## src/rtl/mau_pkg.sv

```systemverilog
// mau_pkg: op/state encodings and stack bounds for mem_access_unit.
// Shared by the unit, its stack pointer and the request interface.
package mau_pkg;

  typedef enum logic [2:0] {
    OP_LB   = 3'b000,
    OP_SB   = 3'b001,
    OP_LH   = 3'b010,
    OP_SH   = 3'b011,
    OP_PUSH = 3'b100,
    OP_POP  = 3'b101
  } op_e;

  typedef enum logic [1:0] {
    S_IDLE,
    S_ACC0,
    S_ACC1,
    S_DONE
  } state_e;

  localparam logic [7:0] SP_RESET_DEF    = 8'hFF;
  localparam logic [7:0] STACK_LIMIT_DEF = 8'hC0;

  function automatic logic op_legal(input logic [2:0] op);
    return op[2:1] != 2'b11;
  endfunction

endpackage

```

## src/rtl/mau_if.sv

```systemverilog
// mau_if: core request/response handshake for mem_access_unit.
// Ports: req_valid/ready/op/addr/wdata in, rsp_valid/data/fault out.
interface mau_if;

  logic        req_valid;
  logic        req_ready;
  logic [2:0]  req_op;
  logic [7:0]  req_addr;
  logic [15:0] req_wdata;
  logic        rsp_valid;
  logic [15:0] rsp_data;
  logic        rsp_fault;

  modport master (
    output req_valid, req_op, req_addr, req_wdata,
    input  req_ready, rsp_valid, rsp_data, rsp_fault
  );

  modport slave (
    input  req_valid, req_op, req_addr, req_wdata,
    output req_ready, rsp_valid, rsp_data, rsp_fault
  );

endinterface

```

## src/rtl/mau_stack_ptr.sv

```systemverilog
// mau_stack_ptr: stack pointer register with full/empty compare.
// Ports: clk, reset, inc, dec in; sp, sp_m1, full, empty out.
module mau_stack_ptr
  import mau_pkg::*;
#(
  parameter logic [7:0] SP_RESET    = SP_RESET_DEF,
  parameter logic [7:0] STACK_LIMIT = STACK_LIMIT_DEF
) (
  input  logic       clk,
  input  logic       reset,
  input  logic       inc,
  input  logic       dec,
  output logic [7:0] sp,
  output logic [7:0] sp_m1,
  output logic       full,
  output logic       empty
);

  logic [7:0] sp_q;
  logic [7:0] sp_d;

  always_comb begin
    sp_d = sp_q;
    unique case (1'b1)
      inc:     sp_d = sp_q + 8'd1;
      dec:     sp_d = sp_q - 8'd1;
      default: sp_d = sp_q;
    endcase
  end

  always_ff @(posedge clk) begin
    if (reset) begin
      sp_q <= SP_RESET;
    end else begin
      sp_q <= sp_d;
    end
  end

  assign sp    = sp_q;
  assign sp_m1 = sp_q - 8'd1;
  assign full  = (sp_q == STACK_LIMIT);
  assign empty = (sp_q == SP_RESET);

endmodule

```

## src/rtl/mem_access_unit.sv

```systemverilog
// mem_access_unit: load/store/stack sequencer in front of an 8x256 RAM.
// Ports: clk, reset, core (mau_if.slave), sp_out, mem_addr/dat_in/wr_en/dat_out.
module mem_access_unit
  import mau_pkg::*;
#(
  parameter logic [7:0] SP_RESET    = SP_RESET_DEF,
  parameter logic [7:0] STACK_LIMIT = STACK_LIMIT_DEF
) (
  input  logic       clk,
  input  logic       reset,
  mau_if.slave       core,
  output logic [7:0] sp_out,
  output logic [7:0] mem_addr,
  output logic [7:0] mem_dat_in,
  output logic       mem_wr_en,
  input  logic [7:0] mem_dat_out
);

  state_e      state_q, state_d;
  logic [2:0]  op_q, op_d;
  logic [7:0]  addr_q, addr_d;
  logic [15:0] wdata_q, wdata_d;
  logic [15:0] rdata_q, rdata_d;
  logic        fault_q, fault_d;

  logic       sp_inc, sp_dec;
  logic [7:0] sp, sp_m1;
  logic       sp_full, sp_empty;
  logic       wr;
  logic       chk_fault;

  logic is_push, is_pop, is_store, is_half;

  assign is_push  = (op_q == OP_PUSH);
  assign is_pop   = (op_q == OP_POP);
  assign is_store = (op_q == OP_SB) || (op_q == OP_SH);
  assign is_half  = (op_q == OP_LH) || (op_q == OP_SH);

  mau_stack_ptr #(
    .SP_RESET    (SP_RESET),
    .STACK_LIMIT (STACK_LIMIT)
  ) u_sp (
    .clk   (clk),
    .reset (reset),
    .inc   (sp_inc),
    .dec   (sp_dec),
    .sp    (sp),
    .sp_m1 (sp_m1),
    .full  (sp_full),
    .empty (sp_empty)
  );

  // Faulting requests skip memory entirely and go straight to DONE.
  always_comb begin
    chk_fault = !op_legal(core.req_op);
    if (core.req_op == OP_PUSH && sp_full)  chk_fault = 1'b1;
    if (core.req_op == OP_POP  && sp_empty) chk_fault = 1'b1;
  end

  always_comb begin
    state_d = state_q;
    op_d    = op_q;
    addr_d  = addr_q;
    wdata_d = wdata_q;
    rdata_d = rdata_q;
    fault_d = fault_q;

    sp_inc     = 1'b0;
    sp_dec     = 1'b0;
    mem_addr   = 8'h00;
    mem_dat_in = 8'h00;
    wr         = 1'b0;

    core.req_ready = 1'b0;
    core.rsp_valid = 1'b0;
    core.rsp_data  = 16'h0000;
    core.rsp_fault = 1'b0;

    unique case (state_q)
      S_IDLE: begin
        core.req_ready = 1'b1;
        if (core.req_valid) begin
          op_d    = core.req_op;
          addr_d  = core.req_addr;
          wdata_d = core.req_wdata;
          rdata_d = 16'h0000;
          fault_d = chk_fault;
          state_d = chk_fault ? S_DONE : S_ACC0;
        end
      end
      S_ACC0: begin
        mem_addr = addr_q;
        state_d  = is_half ? S_ACC1 : S_DONE;
        unique case (1'b1)
          is_push: begin
            mem_addr   = sp_m1;
            mem_dat_in = wdata_q[7:0];
            wr         = 1'b1;
            sp_dec     = 1'b1;
          end
          is_pop: begin
            mem_addr     = sp;
            rdata_d[7:0] = mem_dat_out;
            sp_inc       = 1'b1;
          end
          is_store: begin
            mem_dat_in = wdata_q[7:0];
            wr         = 1'b1;
          end
          default: rdata_d[7:0] = mem_dat_out;
        endcase
      end
      S_ACC1: begin
        mem_addr = addr_q + 8'd1;
        state_d  = S_DONE;
        if (is_store) begin
          mem_dat_in = wdata_q[15:8];
          wr         = 1'b1;
        end else begin
          rdata_d[15:8] = mem_dat_out;
        end
      end
      S_DONE: begin
        core.rsp_valid = 1'b1;
        core.rsp_data  = rdata_q;
        core.rsp_fault = fault_q;
        state_d        = S_IDLE;
      end
      default: state_d = S_IDLE;
    endcase
  end

  // Reset aborts the access on the same edge, so suppress its write too.
  assign mem_wr_en = wr & ~reset;
  assign sp_out    = sp;

  always_ff @(posedge clk) begin
    if (reset) begin
      state_q <= S_IDLE;
      op_q    <= 3'b000;
      addr_q  <= 8'h00;
      wdata_q <= 16'h0000;
      rdata_q <= 16'h0000;
      fault_q <= 1'b0;
    end else begin
      state_q <= state_d;
      op_q    <= op_d;
      addr_q  <= addr_d;
      wdata_q <= wdata_d;
      rdata_q <= rdata_d;
      fault_q <= fault_d;
    end
  end

endmodule
```

## src/flat_wrapper.sv

```systemverilog
// flat-port wrapper written by rule: the top's interface ports become plain ports
module mem_access_unit_flat import mau_pkg::*;
#(
  parameter logic [7:0] SP_RESET    = SP_RESET_DEF,
  parameter logic [7:0] STACK_LIMIT = STACK_LIMIT_DEF
)
  (clk, reset, sp_out, mem_addr, mem_dat_in, mem_wr_en, mem_dat_out, core_req_valid, core_req_op, core_req_addr, core_req_wdata, core_req_ready, core_rsp_valid, core_rsp_data, core_rsp_fault);
  mau_if core_i ();
  input  logic clk;
  input  logic reset;
  output logic [7:0] sp_out;
  output logic [7:0] mem_addr;
  output logic [7:0] mem_dat_in;
  output logic mem_wr_en;
  input  logic [7:0] mem_dat_out;
  input wire logic [$bits(core_i.req_valid)-1:0] core_req_valid;
  input wire logic [$bits(core_i.req_op)-1:0] core_req_op;
  input wire logic [$bits(core_i.req_addr)-1:0] core_req_addr;
  input wire logic [$bits(core_i.req_wdata)-1:0] core_req_wdata;
  output wire logic [$bits(core_i.req_ready)-1:0] core_req_ready;
  output wire logic [$bits(core_i.rsp_valid)-1:0] core_rsp_valid;
  output wire logic [$bits(core_i.rsp_data)-1:0] core_rsp_data;
  output wire logic [$bits(core_i.rsp_fault)-1:0] core_rsp_fault;
  assign core_i.req_valid = core_req_valid;
  assign core_i.req_op = core_req_op;
  assign core_i.req_addr = core_req_addr;
  assign core_i.req_wdata = core_req_wdata;
  assign core_req_ready = core_i.req_ready;
  assign core_rsp_valid = core_i.rsp_valid;
  assign core_rsp_data = core_i.rsp_data;
  assign core_rsp_fault = core_i.rsp_fault;
  mem_access_unit #(.SP_RESET(SP_RESET), .STACK_LIMIT(STACK_LIMIT)) u_core (.clk(clk), .reset(reset), .core(core_i), .sp_out(sp_out), .mem_addr(mem_addr), .mem_dat_in(mem_dat_in), .mem_wr_en(mem_wr_en), .mem_dat_out(mem_dat_out));
endmodule
```

## config.mk

```make
export PLATFORM = sky130hd
export DESIGN_NAME = mem_access_unit_flat
export DESIGN_NICKNAME = d
export VERILOG_FILES = /design/src/rtl/mau_pkg.sv /design/src/rtl/mau_if.sv /design/src/rtl/mau_stack_ptr.sv /design/src/rtl/mem_access_unit.sv /design/src/flat_wrapper.sv
export SDC_FILE = /design/constraint.sdc
export NUM_CORES = 1
export LEC_CHECK = 0
export CAP_MARGIN = 20
export CORE_MARGIN = 8
export CORE_UTILIZATION = 35
export CTS_BUF_LIST = sky130_fd_sc_hd__clkbuf_16
export CTS_CLUSTER_DIAMETER = 150
export DETAILED_ROUTE_END_ITERATION = 8
export GPL_ROUTABILITY_DRIVEN = 1
export SYNTH_ARGS = -nofsm -noshare
export SYNTH_HDL_FRONTEND = slang
export SYNTH_SLANG_ARGS = --single-unit
```

## constraint.sdc

```tcl
create_clock -name clk -period 2.35 [get_ports clk]
set_input_delay 0.47 -clock clk [delete_from_list [all_inputs] [get_ports clk]]
set_output_delay 0.47 -clock clk [all_outputs]
set_load 0.05 [all_outputs]
```

Word-level counts from Yosys, hierarchy flattened
Cells that the tools add are included.
W data, S select, Z words.
{"block": "op_classes", "addsub": 3, "eq_ne": 16, "muxes": 28, "bitwise_logic": 2, "reduce_logical": 13}
{"op": "$pmux W8 S2", "count": 6}
{"op": "$mux W16", "count": 2}
{"op": "$mux W8", "count": 4}
{"op": "$add A8 B1 Y8 const B", "count": 2}
{"op": "$eq A8 B8 Y1 const B", "count": 2}
{"op": "$eq A3 B3 Y1 const B", "count": 4}
{"op": "$mux W1", "count": 12}
{"op": "$ne A2 B2 Y1 const B", "count": 4}
{"op": "$pmux W2 S4", "count": 1}
{"op": "$sub A8 B1 Y8 const B", "count": 1}
{"op": "$eq A3 B2 Y1 const B", "count": 2}
{"op": "$reduce_and A3 Y1", "count": 2}
{"op": "$reduce_bool A2 Y1", "count": 3}
{"op": "$eq A2 B2 Y1 const B", "count": 2}
{"op": "$mux W2", "count": 2}
{"op": "$eq A3 B1 Y1 const B", "count": 1}
{"op": "$eq A2 B1 Y1 const B", "count": 1}
{"op": "$logic_and A1 B1 Y1", "count": 2}
{"op": "$logic_not A2 Y1", "count": 1}
{"op": "$logic_or A1 B1 Y1", "count": 2}
{"op": "$pmux W1 S2", "count": 1}
{"op": "$reduce_and A2 Y1", "count": 1}
{"op": "$reduce_or A2 Y1", "count": 1}
{"op": "$and A1 B1 Y1", "count": 1}
{"op": "2 further kinds", "count": 2}
{"block": "word_totals", "register_bits": 54, "input_bits": 38, "out_inout_bits": 44}

Logic depth before layout (Yosys ltp)
Gate-level depths: netlist of the first run.
{"block": "depth", "word_depth": 7, "mapped_depth": 8, "mapped_depth_nobuf": 6}

Cells and area by module
A second synthesis of the first run with hierarchy kept.
{"block": "hier_totals", "cells_unflattened": 393, "hier_area_um2": 3096.7}
{"module": "mem_access_unit", "n_inst": 1, "cells_each": 311, "area_each_um2": 2414.8, "seq_area_each_um2": 920.9}
{"module": "mau_stack_ptr", "n_inst": 1, "cells_each": 82, "area_each_um2": 681.9, "seq_area_each_um2": 160.2}

Worst setup path before layout of the first run
OpenSTA, ideal clock, no wires.
{"block": "synth_path", "path_kind": "flip-flop to output port", "from": "register u_core.u_sp.sp_q[1] (netlist: u_core.u_sp.sp[1])", "to": "output mem_addr[4]", "t_arrival_ps": 2619, "t_required_ps": 1880, "slack_ps": -739, "path_stages_with_launch": 8, "path_buffers": 1, "cell_sequence": "dfxtp_1 clkbuf_1 inv_1 ha_1 nor2b_1 nand2_1 xor2_1 o21ai_0"}
{"block": "synth_between", "elab_chain_cells": 3}
{"element": "start, declared", "line_no": "mau_stack_ptr.sv:19", "source": "logic [7:0] sp_q;"}
{"element": "start signal, assigned", "line_no": "mau_stack_ptr.sv:35", "source": "sp_q <= sp_d;"}
{"element": "$sub A8 B1 Y8", "line_no": "mau_stack_ptr.sv:40", "source": "assign sp_m1 = sp_q - 8'd1;"}
{"element": "$pmux W8 S2", "line_no": "mem_access_unit.sv:94", "source": "unique case (1'b1)"}
{"element": "$pmux W8 S2", "line_no": "mem_access_unit.sv:79", "source": "unique case (state_q)"}
{"element": "end, declared", "line_no": "flat_wrapper.sv:12", "source": "output logic [7:0] mem_addr;"}
Every way passes these cells.

Worst setup path in the final report of the first run
{"block": "layout_path", "from": "register u_core.u_sp.sp_q[5] (netlist: u_core.u_sp.sp[5])", "to": "output mem_addr[7]"}
The elaborated chain is that of the path after synthesis.

==> summary.txt, run 1 <==
Floorplan
  – DIE HEIGHT: 109 um
  – Row cnt: 34
  – Die area: between 10000 and 15000 um^2
  – Initial Util: 0.354
  – Top Ports: between 80 and 90
  – Core ar.: 8550 um^2
  – Chip Width: between 100 and 150 um

Synthesis
  – Post-synthesis sequential area ratio: 0.358
  – Post-synth EDFFs: 0
  – Main synth FF type: dfxtp_1
  – Ys async rst share: 0
  – Synth Net Count: 443
  – Yosys reg bits: 54
  – Mapped cell area: between 3000 and 4000 um^2
  – Synth warn: 0
  – Cell count after synthesis: 397
  – Netlist cell types: 50
  – Post-synthesis average cell area: ~7.6 um^2

Drt
  – ANT nets after route: 0
  – Drt initial violations: 120
  – First-pass DRT Iterations: 4
  – Routed via count: just over 3000
  – Via density: ~5.3
  – Post-route DRC: 0
  – Routed length on met2: roughly 4600 um
  – WL per Instance: approximately 16 um
  – M1 WL: approximately 4400 um
  – Final wirelength: 9510 um
  – Top routing layer in use: met4
  – DR WL met3: 495 um

Run status
  – Status: finished with violations
  – Failing checks: negative setup slack

Placement
  – Pre-CTS setup slack: 0.0543 ns
  – RePlAce Congestion: between 0.8 and 0.9
  – Port bufs: 81
  – Placed Cells: between 500 and 600
  – DPL Wire Length: about 6900 um

Final layout
  – Layout Nets: 529
  – Diodes inserted: 0
  – Most common library cell in the layout ignoring fill and taps: nand2_1
  – Most used cells in the layout excluding fill and tap cells: nand2_1, a21oi_1, dfxtp_1
  – Area growth, synth to finish: 57.0%
  – Non-filler instance count after layout: around 590
  – Share of cells above drive strength 1: 0.238
  – # fillers: 788

Clocking
  – # H-tree levels: 2
  – CTS tree: built
  – CTS Buffer Depth: 2
  – Cts bufs inserted: 5
  – Clock Latency Late Sink: approximately 0.30 ns
  – Clock root cell: clkbuf_16
  – Clk pin slew, worst setup/hold paths: 0.08 ns
  – Sink Count: 54

Setup path
  – Max Fanout on Critical Path: 3
  – WP data arrival: between 2 and 2.5 ns
  – Reg2reg start: u_core.state_q[1]
  – Kind of end point of the critical path: output port
  – RR Endpoint: u_core.u_sp.sp[2]
  – Crit-path slowest cell: or4_4
  – Crit Path Category: register to output port
  – Type of origin of the critical path: register
  – Worst path cell trace: or4_4, or3_4, xor2_2, o21ai_4, buf_12
  – WP data required: 1.88 ns
  – CP Launch Point: u_core.u_sp.sp[5]
  – Reg2reg setup slack: a little over 0.5 ns
  – Critical Path Sink: mem_addr[7]
  – Worst R2R Path Depth: 7
  – Max incr delay on CP: 0.55 ns

Timing
  – Final Hold Fails: 0
  – Final Setup Violations: 3
  – RSZ-0062 raised after global routing: true
  – Final Skew: roughly 0.0074 ns
  – Final WS setup: -0.134 ns
  – Slew @ Worst Pin: 0.554 ns
  – Max Transition Viols Final: 0
  – Relative slew slack: 0.628
  – Period utilization: 1.06
  – FMAX: between 400 and 500 MHz
  – Crit path time final: 2.48 ns

Pwr
  – Switch Pwr: between 0.8 and 0.9 mW
  – Power Density: between 500 and 600 nW/um^2
  – Net Sw Frac: 0.327
  – Seq pwr share: 0.412
  – Combinational power share: 0.288
  – Clock power share: 0.300
  – Leakage: approximately 1.7 nW
  – Tot Pwr: between 2 and 3 mW
  – Power Internal: between 1.5 and 2 mW
  – Peak VDD IR: roughly 0.36 mV

Global routing
  – Vias in the first global route: around 3000
  – GR Overflow Total: 0
  – Global-route wire length before repair: between 10000 and 15000 um
  – Initial antenna violation count: 0
  – Largest net degree at the start of global routing: 32
  – GRT Overall Usage: 0.155

Job
  – MaxCap Viol Count: 0

Worst hold path
  – Worst hold path type: register to register
## synthesized netlist by cell type (8+ instances only)
cell | n | area, um^2
o21ai_0 | 15 | 75.1
nand3_1 | 13 | 65.1
inv_1 | 8 | 30.0
nand4_1 | 14 | 87.6
a22oi_1 | 10 | 75.1
nand2b_1 | 14 | 87.6
dfxtp_1 | 54 | 1080
nor2_1 | 12 | 45.0
nand2_1 | 61 | 229
a21oi_1 | 55 | 275
nor2b_1 | 17 | 106
and2_1 | 20 | 125
clkbuf_1 | 25 | 93.8
ha_1 | 8 | 100
## flip-flops by register name, indices dropped and copies added, names as in the netlist
register	flops
u_core.addr_q	8
u_core.fault_q	1
u_core.op_q	3
u_core.rdata_q	16
u_core.state_q	2
u_core.u_sp.sp	8
u_core.wdata_q	16
## power by group through the flow
stage	logic (mW)	registers [mW]	clock network [mW]
6_report	0.724	1.03	0.754
5_1_grt	0.786	1.04	0.808
4_1_cts	0.706	1.03	0.769
3_5_place_dp	0.680	1.05	0
3_3_place_gp	0.669	1.05	0
2_1_floorplan	0.430	1.04	0
## final cells by class
type | count | area [um^2] | area share
flip-flops and latches | 54 | 1100 | 0.233
well taps | 108 | 135 | 0.0285
clock inverters | 3 | 23.8 | 0.00501
clock buffers | 5 | 125 | 0.0264
multi-input cells | 307 | 1990 | 0.420
repair buffers | 107 | 1340 | 0.282
inverters | 8 | 30.0 | 0.00633
## logic make-up (layout without fill, tap and decap cells)
| family | after synthesis | in the layout | share of synthesized area |
|---|---|---|---|
| XOR/XNOR | 9 | 9 | 0.0261 |
| adder cells (fa/ha/maj) | 8 | 8 | 0.0331 |
| AND/OR/NAND/NOR | 174 | 175 | 0.302 |
| flip-flops | 54 | 54 | 0.358 |
| buffers and inverters | 37 | 123 | 0.0468 |
| AO/OA/AOI/OAI | 110 | 110 | 0.218 |
| multiplexers | 5 | 5 | 0.0170 |
## routing by layer
metal | vias to the layer above | GRT usage
met2 | 76 | 0.250
met5 | - | 0
li1 | 1561 | -
met4 | 0 | 0.0450
met3 | 9 | 0.0372
met1 | 1469 | 0.201
## worst max-delay path: cells and delay by family, from the launching register on
kind,cells,cell delay (ns)
and+or+nand+nor,2,0.91
xor gates and xnor gates,1,0.17
DFF,1,0.32
buffers and inverters,1,0.15
AOI/OAI and AO/OA,1,0.16
## what timing repair did
action	in CTS	in global routing
hold buffers	0	0
cloned	0	1
pin swaps	7	3
setup endpoints to repair	16	15
buffers inserted	4	2
resized for setup	16	14
## stage by stage
stage,utilization,hold slack (ns),area [um^2],setup TNS [ns]
finish,0.555,0.454,4750,-0.197
global route,0.555,0.479,4750,-0.668
CTS,0.545,0.459,4660,-0.682
detailed placement,0.517,0.448,4420,0
global placement,0.517,0.443,4420,0
floorplan,-,0.436,3100,0
## worst min path at each step
stage / from / to / slack, ns / depth (start not counted)
after floorplan: u_core.wdata_q[0] / u_core.wdata_q[0] / 0.44 / 2
after global placement: u_core.wdata_q[4] / u_core.wdata_q[4] / 0.44 / 2
after detailed placement: u_core.wdata_q[5] / u_core.wdata_q[5] / 0.45 / 2
after CTS: u_core.wdata_q[2] / u_core.wdata_q[2] / 0.46 / 2
after global routing: u_core.wdata_q[5] / u_core.wdata_q[5] / 0.48 / 2
final: u_core.wdata_q[5] / u_core.wdata_q[5] / 0.45 / 2
No activity file was read; power rests on OpenSTA's default activity.
==> run 2, diff against run 1 <==
--- a/config.mk
+++ b/config.mk
@@ -12,6 +12,7 @@
 export CTS_CLUSTER_DIAMETER = 150
 export DETAILED_ROUTE_END_ITERATION = 8
 export GPL_ROUTABILITY_DRIVEN = 1
+export MAX_ROUTING_LAYER = met4
 export SYNTH_ARGS = -nofsm -noshare
 export SYNTH_HDL_FRONTEND = slang
 export SYNTH_SLANG_ARGS = --single-unit
==> constraint.sdc (replaced) <==
create_clock -name clk -period 2.7 [get_ports clk]
set_input_delay 0.54 -clock clk [delete_from_list [all_inputs] [get_ports clk]]
set_output_delay 0.54 -clock clk [all_outputs]
set_load 0.05 [all_outputs]
==> run 2 against run 1 <==
The run now ends clean. Largest cell class unchanged. Clock skew down 0.0052 ns. Critical path depth unchanged. Via count down 3.8%. Largest power group unchanged. Worst hold slack better by 0.0051 ns.
==> summary.txt, run 2 (synthesis results as in run 1) <==
Drt
  – WL per Instance: 15.3 um (-4.7%)
  – Routed via count: 2997 (-3.8%)
  – Final wirelength: 8910 um (-6.3%)
  – Drt initial violations: 85 (-29%)
  – First-pass DRT Iterations: 4 (unchanged)
  – Via density: 5.15 (-2.1%)
  – ANT nets after route: 0 (unchanged)
  – Post-route DRC: 0 (unchanged)

Setup path
  – Kind of end point of the critical path: output port
  – Crit-path slowest cell: or4_4
  – WP data required: 2.16 ns (+0.28 ns)
  – Crit Path Category: register to output port
  – Max Fanout on Critical Path: 3 (unchanged)
  – Max incr delay on CP: 0.56 ns (about the same)
  – Worst path cell trace: or4_4, or3_4, xor2_1, o21ai_2, buf_12
  – WP data arrival: 2.06 ns (+0.05 ns)
  – Type of origin of the critical path: register

Pwr
  – Leakage: 1.59 nW (-6.6%)
  – Peak VDD IR: 0.304 mV (-15%)
  – Power Density: 516 nW/um^2 (-2.6%)

Timing
  – Crit path time final: approximately 2.6 ns
  – Period utilization: 0.964
  – Worst hold slack: 0.459 ns (+0.00514 ns)
  – Relative slew slack: 0.386 (-0.242)
  – Final WS setup: 0.0980 ns (+0.232 ns)
  – Max Transition Viols Final: 0 (unchanged)
  – Final Hold Fails: 0 (unchanged)
  – Final Setup Violations: 0 (-3)
  – FMAX: between 300 and 400 MHz
  – Final Skew: 0.00219 ns (-0.00518 ns)
  – RSZ-0062 raised after global routing: false
  – Slew @ Worst Pin: 0.921 ns (+0.367 ns)

Clocking
  – CTS tree: built
  – Post-CTS setup buffers: 0 (-4)
  – PostCTS Resize Cnt: 2 (-14)
  – CTS Buffer Depth: 2 (unchanged)
  – # hold bufs at CTS: 0 (unchanged)
  – Clk pin slew, worst setup/hold paths: 0.07 ns (about the same)
  – Cts bufs inserted: 5 (unchanged)
  – Clock Latency Late Sink: 0.29 ns (about the same)
  – Clock root cell: clkbuf_16
  – Sink Count: 54 (unchanged)
  – # H-tree levels: 2 (unchanged)

Floorplan
  – Chip Width: 109 um (unchanged)
  – Initial Util: 0.354 (unchanged)
  – Top Ports: 82 (unchanged)
  – Core ar.: 8550 um^2 (unchanged)
  – DIE HEIGHT: 109 um (unchanged)
  – Die area: 11900 um^2 (unchanged)
  – Row cnt: 34 (unchanged)

Final layout
  – Most used cells in the layout excluding fill and tap cells: nand2_1, a21oi_1, dfxtp_1
  – Most common library cell in the layout ignoring fill and taps: nand2_1
  – Layout Nets: 519 (-1.9%)
  – Diodes inserted: 0 (unchanged)
  – Share of cells above drive strength 1: 0.160 (-0.0773)
  – Area growth, synth to finish: 42.7%
  – Biggest regs: u_core.rdata_q: 16 flops, u_core.wdata_q: 16 flops

Global routing
  – Vias in the first global route: 2792 (-7.4%)
  – Largest net degree at the start of global routing: 34 (+6.3%)
  – GR Overflow Total: 0 (unchanged)
  – Global-route wire length before repair: 14200 um (-4.7%)
  – Initial antenna violation count: 0 (unchanged)
  – GRT Overall Usage: 0.153 (-0.00172)

Placement
  – Port bufs: 81 (unchanged)
  – RePlAce Congestion: 0.838 (-3.5%)
  – DPL Wire Length: 6660 um (-3.5%)
  – Pre-CTS setup slack: 0.216 ns (+0.162 ns)

Job
  – MaxCap Viol Count: 0 (unchanged)

Run status
  – Status: completed

Worst hold path
  – Worst hold path type: register to register
-- run 2: cell types whose count changed in the layout (fill, tap and decap cells not counted), moves of 3 or more --
cell | before | now
buf_12 | 34 | 17
buf_4 | 28 | 34
dfxtp_1 | 46 | 54
dfxtp_2 | 3 | 0
dfxtp_4 | 5 | 0
ha_4 | 4 | 0
inv_1 | 4 | 8
inv_2 | 4 | 0
-- run 2: per-stage QoR --
step	instance area [um^2]	cells	total power, mW	utilization	TNS, ns
after floorplan	3050	397	1.27	-	-0.0807
after global placement	4130	574	1.48	0.483	0
after detailed placement	4130	574	1.49	0.483	0
after CTS	4310	582	2.23	0.504	0
after global routing	4310	582	2.33	0.505	0
final	4310	582	2.22	0.505	0
-- run 2: cell type report --
class / instances / area [um^2]
multi-input combinational: 306 / 1830
inverter: 8 / 30.0
sequential: 54 / 1080
tap: 108 / 135
timing repair buffer: 98 / 1060
fill: 823 / 4240
clock inverter: 3 / 47.5
clock buffer: 5 / 125
-- run 2: worst paths after layout --
path | depth (start not counted) | end | slack, ns | from
setup / recovery | 5 | mem_addr[7] | 0.1 | u_core.u_sp.sp[2]
hold / removal | 2 | u_core.wdata_q[12] | 0.46 | u_core.wdata_q[12]
setup reg to reg | 6 | u_core.rdata_q[9] | 0.39 | u_core.state_q[0]
hold reg to reg | 2 | u_core.wdata_q[12] | 0.46 | u_core.wdata_q[12]
-- run 2: report_power, final --
group | internal, mW | switching (mW)
clock | 0.445 | 0.305
combinational | 0.245 | 0.331
sequential | 0.852 | 0.0464
-- run 2: worst max-delay path, delay by kind of cell, from the launching register on --
kind / cells / cell delay, ns
and+or+nand+nor: 2 / 0.95
buffers and inverters: 1 / 0.16
DFF: 1 / 0.31
xor gates and xnor gates: 1 / 0.17
AOI/OAI and AO/OA: 1 / 0.18
-- run 2: metal layers --
layer | vias to the layer above | track usage | share of wire
li1 | 1543 | - | -
met1 | 1381 | 0.198 | 0.48
met2 | 69 | 0.235 | 0.46
met3 | 4 | 0.0366 | 0.055
met4 | 0 | 0.0401 | 0.0076
met5 | - | - | 0
